<file path="config.mk">
export PLATFORM = sky130hd
export DESIGN_NAME = noc_flit_serializer_flat
export DESIGN_NICKNAME = d
export VERILOG_FILES = /design/src/rtl/noc_flit_serializer_if.sv /design/src/rtl/noc_flit_serializer.sv /design/src/flat_wrapper.sv
export SDC_FILE = /design/constraint.sdc
export NUM_CORES = 1
export LEC_CHECK = 0
export ABC_AREA = 0
export BUFFER_PORTS_ARGS = -buffer_cell sky130_fd_sc_hd__buf_4
export CORE_MARGIN = 8
export CORE_UTILIZATION = 37
export DETAILED_ROUTE_END_ITERATION = 7
export GPL_TIMING_DRIVEN = 0
export MAX_ROUTING_LAYER = met4
export PLACE_DENSITY = 0.59
export SLEW_MARGIN = 30
export SYNTH_ARGS = -nofsm -noshare
export SYNTH_HDL_FRONTEND = slang
export SYNTH_SLANG_ARGS = --single-unit
</file>
<file path="constraint.sdc">
create_clock -name clk -period 11 [get_ports clk]
set_clock_uncertainty 0.2 [all_clocks]
set_input_delay 1.65 -clock clk [delete_from_list [all_inputs] [get_ports clk]]
set_output_delay 1.65 -clock clk [all_outputs]
set_load 0.02 [all_outputs]
</file>
<file path="src/rtl/noc_flit_serializer_if.sv">
// rtl/noc_flit_serializer_if.sv - flit-in / phit-out handshake bundle for the NoC serializer
interface noc_flit_serializer_if #(
  parameter int FLIT_W = 64,
  parameter int PHIT_W = 4,
  parameter int VC_W   = 2,
  parameter int LVL_W  = 2
);
  logic              in_valid;
  logic              in_ready;
  logic [FLIT_W-1:0] in_data;
  logic [VC_W-1:0]   in_vc;
  logic              out_valid;
  logic              out_ready;
  logic [PHIT_W-1:0] out_data;
  logic [VC_W-1:0]   out_vc;
  logic              out_sof;
  logic              out_eof;
  logic [LVL_W-1:0]  fifo_level;

  modport master (
    output in_valid, in_data, in_vc, out_ready,
    input  in_ready, out_valid, out_data, out_vc, out_sof, out_eof, fifo_level
  );

  modport slave (
    input  in_valid, in_data, in_vc, out_ready,
    output in_ready, out_valid, out_data, out_vc, out_sof, out_eof, fifo_level
  );
endinterface

</file>
<file path="src/rtl/noc_flit_serializer.sv">
// rtl/noc_flit_serializer.sv - flit FIFO that streams its head flit LSB-first as VC-tagged phits
module noc_flit_serializer #(
  parameter int FLIT_W = 64,
  parameter int PHIT_W = 4,
  parameter int DEPTH  = 2,
  parameter int VC_W   = 2
) (
  input  logic clk,
  input  logic rst,
  noc_flit_serializer_if.slave bus
);
  localparam int NPHIT = FLIT_W / PHIT_W;
  localparam int PTR_W = (DEPTH > 1) ? $clog2(DEPTH) : 1;
  localparam int IDX_W = (NPHIT > 1) ? $clog2(NPHIT) : 1;
  localparam int LVL_W = $clog2(DEPTH + 1);
  localparam int ENT_W = VC_W + FLIT_W;

  if ((FLIT_W % PHIT_W) != 0 || NPHIT < 2 || DEPTH < 2 || (DEPTH & (DEPTH - 1)) != 0) begin : g_param_check
    $error("noc_flit_serializer: bad FLIT_W/PHIT_W/DEPTH combination");
  end

  logic [ENT_W-1:0] mem_q [DEPTH];
  logic [ENT_W-1:0] mem_d [DEPTH];
  logic [PTR_W-1:0] wr_ptr_q, wr_ptr_d;
  logic [PTR_W-1:0] rd_ptr_q, rd_ptr_d;
  logic [IDX_W-1:0] phit_idx_q, phit_idx_d;
  logic [LVL_W-1:0] level_q, level_d;

  logic                          in_ready;
  logic                          out_valid;
  logic                          push;
  logic                          xfer;
  logic                          pop;
  logic                          last_phit;
  logic [ENT_W-1:0]              head;
  logic [NPHIT-1:0][PHIT_W-1:0]  head_phits;

  // The head entry is read in place; the phit index selects the slice on the link.
  assign head       = mem_q[rd_ptr_q];
  assign head_phits = head[FLIT_W-1:0];
  assign in_ready   = level_q < LVL_W'(DEPTH);
  assign out_valid  = level_q != '0;
  assign last_phit  = phit_idx_q == IDX_W'(NPHIT - 1);
  assign push       = bus.in_valid & in_ready;
  assign xfer       = out_valid & bus.out_ready;
  assign pop        = xfer & last_phit;

  assign bus.in_ready   = in_ready;
  assign bus.out_valid  = out_valid;
  assign bus.out_data   = out_valid ? head_phits[phit_idx_q] : '0;
  assign bus.out_vc     = out_valid ? head[ENT_W-1:FLIT_W] : '0;
  assign bus.out_sof    = out_valid & (phit_idx_q == '0);
  assign bus.out_eof    = out_valid & last_phit;
  assign bus.fifo_level = level_q;

  always_comb begin
    mem_d      = mem_q;
    wr_ptr_d   = wr_ptr_q;
    rd_ptr_d   = rd_ptr_q;
    phit_idx_d = phit_idx_q;
    level_d    = level_q;

    if (push) begin
      mem_d[wr_ptr_q] = {bus.in_vc, bus.in_data};
      wr_ptr_d        = wr_ptr_q + PTR_W'(1);
    end

    if (xfer) begin
      if (last_phit) begin
        phit_idx_d = '0;
        rd_ptr_d   = rd_ptr_q + PTR_W'(1);
      end else begin
        phit_idx_d = phit_idx_q + IDX_W'(1);
      end
    end

    case ({push, pop})
      2'b10:   level_d = level_q + LVL_W'(1);
      2'b01:   level_d = level_q - LVL_W'(1);
      default: level_d = level_q;
    endcase
  end

  always_ff @(posedge clk or posedge rst) begin
    if (rst) begin
      wr_ptr_q   <= '0;
      rd_ptr_q   <= '0;
      phit_idx_q <= '0;
      level_q    <= '0;
    end else begin
      wr_ptr_q   <= wr_ptr_d;
      rd_ptr_q   <= rd_ptr_d;
      phit_idx_q <= phit_idx_d;
      level_q    <= level_d;
    end
  end

  // Payload storage needs no reset: level gates every read of it.
  always_ff @(posedge clk) begin
    mem_q <= mem_d;
  end
endmodule

</file>
<file path="src/flat_wrapper.sv">
// flat-port wrapper written by rule: the top's interface ports become plain ports
module noc_flit_serializer_flat 
#(
  parameter int FLIT_W = 64,
  parameter int PHIT_W = 4,
  parameter int DEPTH  = 2,
  parameter int VC_W   = 2
)
  (clk, rst, bus_in_valid, bus_in_data, bus_in_vc, bus_out_ready, bus_in_ready, bus_out_valid, bus_out_data, bus_out_vc, bus_out_sof, bus_out_eof, bus_fifo_level);
  noc_flit_serializer_if #(.FLIT_W(FLIT_W), .PHIT_W(PHIT_W), .VC_W(VC_W), .LVL_W(2)) bus_i ();
  input  logic clk;
  input  logic rst;
  input wire logic [$bits(bus_i.in_valid)-1:0] bus_in_valid;
  input wire logic [$bits(bus_i.in_data)-1:0] bus_in_data;
  input wire logic [$bits(bus_i.in_vc)-1:0] bus_in_vc;
  input wire logic [$bits(bus_i.out_ready)-1:0] bus_out_ready;
  output wire logic [$bits(bus_i.in_ready)-1:0] bus_in_ready;
  output wire logic [$bits(bus_i.out_valid)-1:0] bus_out_valid;
  output wire logic [$bits(bus_i.out_data)-1:0] bus_out_data;
  output wire logic [$bits(bus_i.out_vc)-1:0] bus_out_vc;
  output wire logic [$bits(bus_i.out_sof)-1:0] bus_out_sof;
  output wire logic [$bits(bus_i.out_eof)-1:0] bus_out_eof;
  output wire logic [$bits(bus_i.fifo_level)-1:0] bus_fifo_level;
  assign bus_i.in_valid = bus_in_valid;
  assign bus_i.in_data = bus_in_data;
  assign bus_i.in_vc = bus_in_vc;
  assign bus_i.out_ready = bus_out_ready;
  assign bus_in_ready = bus_i.in_ready;
  assign bus_out_valid = bus_i.out_valid;
  assign bus_out_data = bus_i.out_data;
  assign bus_out_vc = bus_i.out_vc;
  assign bus_out_sof = bus_i.out_sof;
  assign bus_out_eof = bus_i.out_eof;
  assign bus_fifo_level = bus_i.fifo_level;
  noc_flit_serializer #(.FLIT_W(FLIT_W), .PHIT_W(PHIT_W), .DEPTH(DEPTH), .VC_W(VC_W)) u_core (.clk(clk), .rst(rst), .bus(bus_i));
endmodule
</file>
Yosys cells after proc, flatten, opt, wreduce, memory -nomap -nowiden --
Index checks and enable logic that the tools add are counted.
Operators by class: $add $sub $neg 5, magnitude comparators 5, equality and inequality tests 3, muxes and demuxes 12, bitwise operators 7, reductions and logical operators 5
Operators by type and width (number):
- $mux 66 | 4
- $bwmux 132 | 1
- $demux 66 s1 | 1
- $bmux 4 s4 | 1
- $mux 4 | 3
- $and 1x1->1 | 5
- $lt 4x5->1 const B | 1
- $add 4x1->4 const B | 1
- $eq 4x4->1 const B | 1
- $ge 2x2->1 const B | 2
- $logic_not 4->1 | 1
- $not 1->2 | 2
- $pmux 2 s2 | 1
- $reduce_bool 2->1 | 2
- $add 1x1->1 const B | 2
- $add 2x1->2 const B | 1
- $eq 2x1->1 const B | 1
- $eq 2x2->1 const B | 1
- $lt 2x1->1 const B | 1
- $lt 2x2->1 const B | 1
- $mux 2 | 1
- $reduce_and 2->1 | 1
- $sub 2x1->2 const B | 1
- $logic_and 1x1->1 | 1
Storage, ports and cells: register bits 140, input port bits 70, output and inout bits 12, logic and storage cells 43

Depth between registers and ports, before layout --
depth after elaboration 7, depth in mapped cells 8, depth with buffers taken out 7

Least setup slack after synthesis --
Ideal clock, no wire load.
path kind input port to flip-flop, start point in bus_in_valid, end point reg u_core.mem_q[100] in the netlist's numbering, enable pin, setup time 0.491 ns, data arrival time 4.518 ns, required time 10.309 ns, path slack 5.791 ns, stages on the path 2, path buffers 0, cell sequence nand2_1 -> nor2_1
On the way: word-level cells in the longest chain between the ends 1
RTL lines:
- start, declared | RTL line flat_wrapper.sv:13 | input wire logic [$bits(bus_i.in_valid)-1:0] bus_in_valid;
- $and 1x1->1 | RTL line noc_flit_serializer.sv:44 | assign push = bus.in_valid & in_ready;
- end signal, assigned | RTL line noc_flit_serializer.sv:100 | mem_q <= mem_d;
- end, declared | RTL line noc_flit_serializer.sv:22 | logic [ENT_W-1:0] mem_q [DEPTH];
Every way passes these cells. A chain may end at the register's enable or synchronous reset.

Worst setup path after layout --
start point reg u_core.rd_ptr_q, end point out bus_out_data[1]
On the way: word-level cells in the longest chain between the ends 7
RTL lines:
- start, declared | RTL line noc_flit_serializer.sv:25 | logic [PTR_W-1:0] rd_ptr_q, rd_ptr_d;
- start signal, assigned | RTL line noc_flit_serializer.sv:92 | rd_ptr_q <= rd_ptr_d;
- $not 1->2 (not written as such) | RTL line noc_flit_serializer.sv:39 | assign head = mem_q[rd_ptr_q];
- $mux 66 (not written as such) (3 in a row) | RTL line noc_flit_serializer.sv:39
- $bmux 4 s4 | RTL line noc_flit_serializer.sv:50 | assign bus.out_data = out_valid ? head_phits[phit_idx_q] : '0;
- $mux 4 (not written as such) | RTL line noc_flit_serializer.sv:50
- $mux 4 | RTL line noc_flit_serializer.sv:50
- end, declared | RTL line flat_wrapper.sv:19 | output wire logic [$bits(bus_i.out_data)-1:0] bus_out_data;
Every way passes these cells. The select of a mux whose other input is x is not followed.

==> results.tsv <==
stage	metric	value	unit
power_and_ir_drop	clkPwrFrac	29.3	%
global_route	antenna_found_initial	0	
timing	hold_viol_final	0	
clock_tree	cts_setup_buffers	0	
clock_tree	clkSinkCount	140	
min_path	hold_class	reg -> reg	
global_route	overflow	0	
timing	final.period_utilization	41.4	%
route	drt_iter0_drc	155	
global_route	track_usage	12.3	%
die	die-area	0.0191	mm²
route	viasPerCell	4.91	
die	fp.coreArea	0.0145	mm²
clock_tree	insertion_delay	0.41	ns
timing	worstMarginPinSlew	0.738	ns
synthesis	yosysWarnings	0	
place	dpl.hpwl	7700	µm
place	io_buffers	81	
synthesis	ys_ff_latch	140	
timing	tns	0	ns
worst_setup_path	crit_type	reg -> out	
power_and_ir_drop	powerDensity	270	mW/mm²
power_and_ir_drop	power_frac_seq	38.3	%
route	ant_nets	0	
layout	final_cell_mix	edfxtp_1, buf_4, mux4_2	
clock_tree	cts_buffers	17	
clock_tree	ctsResizeCount	0	
worst_setup_path	endpoint_kind	primary output	
power_and_ir_drop	leakage	2.54	nW
clock_tree	cts_tree	done	
synthesis	avgSynthCellArea	21.2	µm²
die	num_rows	44	
run	maxCapViolCount	0	
timing	fmax	219	MHz
power_and_ir_drop	comb_power_share	32.4	%
timing	slew-limit-headroom	50.6	%
clock_tree	clockBufferDepth	2	
synthesis	synth-edff-count	132	
layout	area_delta_synth_final	27.8	%
layout	antenna_cells	0	
timing	setup_violations	0	
worst_setup_path	cp.required	9.15	ns
route	drc	0	
power_and_ir_drop	netSwitchingFraction	29.5	%
power_and_ir_drop	p_sw	560	µW
clock_tree	path_clk_slew	0.05	ns
global_route	first_global_vias	3155	
run_status	status	finished clean	
synthesis	synth_nets	334	
route	routed_wirelength	11000	µm
synthesis	synth_cell_type_count	32	
global_route	grt_max_degree	41	
route	vias	2760	
layout	post-route-util	48.5	%
synthesis	synth_top_flop_cell	edfxtp_1	
global_route	grt_pass1_wl	17500	µm
synthesis	synthArstFlopShare	5.71	%
timing	slew_viol_final	0	
layout	drive_gt1_share	38.9	%
route	dr.pass1.iters	4	
power_and_ir_drop	irDropWorstVdd	107	µV
layout	final_common_cell	edfxtp_1	
die	io_pins	82	
place	globalplace.congestion	0.761	
layout	nNetsFinal	438	
worst_setup_path	critical_path_peak_fanout	10	
clock_tree	cts_hold_buffers	0	
worst_setup_path	startpoint_type	flip-flop	
die	die_x	138	µm
timing	fin_crit	4.56	ns
power_and_ir_drop	p_int	1.34	mW
synthesis	postSynthCellCount	261	
die	initial_utilization	38.0	%
route	post_drt_wl_per_cell	19.5	µm
synthesis	seq_area_frac_synth	75.4	%
synthesis	syn-cell-area	0.00552	mm²
clock_tree	clockRootBuffer	clkbuf_16	
synthesis	synth_top_area_cell	edfxtp_1	
die	die_y	138	µm
timing	hold_slack	0.353	ns
synthesis	yosys.area.top_type_share	71.8	%
timing	rsz0062_at_grt	no	
synthesis	synthTopCellsByArea	edfxtp_1, mux4_2, mux4_1, dfrtp_1, mux2i_1	
worst_setup_path	cp.arrival	2.71	ns
clock_tree	cts_max_level	4	
==> routing by layer <==
layer / wire length [µm] / vias to the layer above / track usage, %
li1: - / 1294 / -
met1: 4950 / 1372 / 14.9
met2: 5400 / 85 / 18.9
met3: 534 / 9 / 4.25
met4: 91 / 0 / 4.18
met5: 0 / - / -
==> per-stage QoR <==
step / total power [mW] / instances / setup slack (ns) / area [µm²]
global placement: 1.35 / 526 / 4.04 / 6360
floorplan: 1.15 / 261 / 5.79 / 5520
global route: 2.00 / 562 / 6.34 / 7050
finish: 1.90 / 562 / 6.44 / 7050
detailed placement: 1.37 / 530 / 6.91 / 6470
CTS: 1.93 / 562 / 6.44 / 7050
==> cells by family after synthesis <==
family                     share of synthesized area [%]
and+or+nand+nor                                     2.22
DFF                                                 75.4
buffers and inverters                               2.04
AOI/OAI and AO/OA                                   2.56
xor gates and xnor gates                           0.952
adders and majority gates                          0.680
muxes                                               16.1
==> power by group through the flow <==
stage | clock network, mW | logic (mW) | registers (mW)
3_5_place_dp | 0 | 0.631 | 0.739
2_1_floorplan | 0 | 0.408 | 0.741
5_1_grt | 0.591 | 0.670 | 0.737
3_3_place_gp | 0 | 0.598 | 0.748
6_report | 0.557 | 0.617 | 0.728
4_1_cts | 0.567 | 0.633 | 0.729
==> critical path, cell delays in order, from the launching register on <==
cell and delay (ns):
dfrtp_1 0.35, buf_6 0.16, buf_12 0.16, mux4_1 0.58
mux4_2 0.50, o22ai_1 0.24, nor3_1 0.10, buf_4 0.20
==> worst paths after layout <==
check                           depth (start not counted)                  from  slack, ns                  endpoint
worst max-delay path                                    7       u_core.rd_ptr_q       6.44           bus_out_data[1]
worst min-delay path                                    1       u_core.wr_ptr_q       0.35           u_core.wr_ptr_q
worst max register to register                          6  u_core.phit_idx_q[2]       8.60  u_core.bus.fifo_level[1]
worst min register to register                          1       u_core.wr_ptr_q       0.35           u_core.wr_ptr_q
max in group asynchronous                               2                   rst       9.37      u_core.phit_idx_q[0]
min in group asynchronous                               2                   rst       0.99      u_core.phit_idx_q[2]
==> area by class of cell <==
| type | instances | area [µm²] |
|---|---|---|
| tap | 184 | 230 |
| inverter | 5 | 18.8 |
| multi-input combinational | 106 | 1260 |
| sequential | 140 | 4160 |
| clock buffer | 17 | 425 |
| clock inverter | 15 | 155 |
| buffer | 10 | 93.8 |
| timing repair buffer | 85 | 711 |
| fill | 1246 | 7480 |
==> cell usage after synthesis, types with 4 or more instances <==
master	instances
edfxtp_1	132
mux2_2	4
o22ai_1	4
nor2_1	7
nor3_1	4
xnor2_1	5
mux4_2	19
a22oi_1	8
mux4_1	9
buf_6	4
dfrtp_1	8
nand2_1	5
a21oi_1	5
mux2i_1	18
==> sequential cells by signal, summed over array words and instances, names as in the netlist <==
name and cells:
u_core.rd_ptr_q 1, u_core.bus.fifo_level 2, u_core.mem_q 132, u_core.wr_ptr_q 1, u_core.phit_idx_q 4
Power figures use the tool's default switching activity.
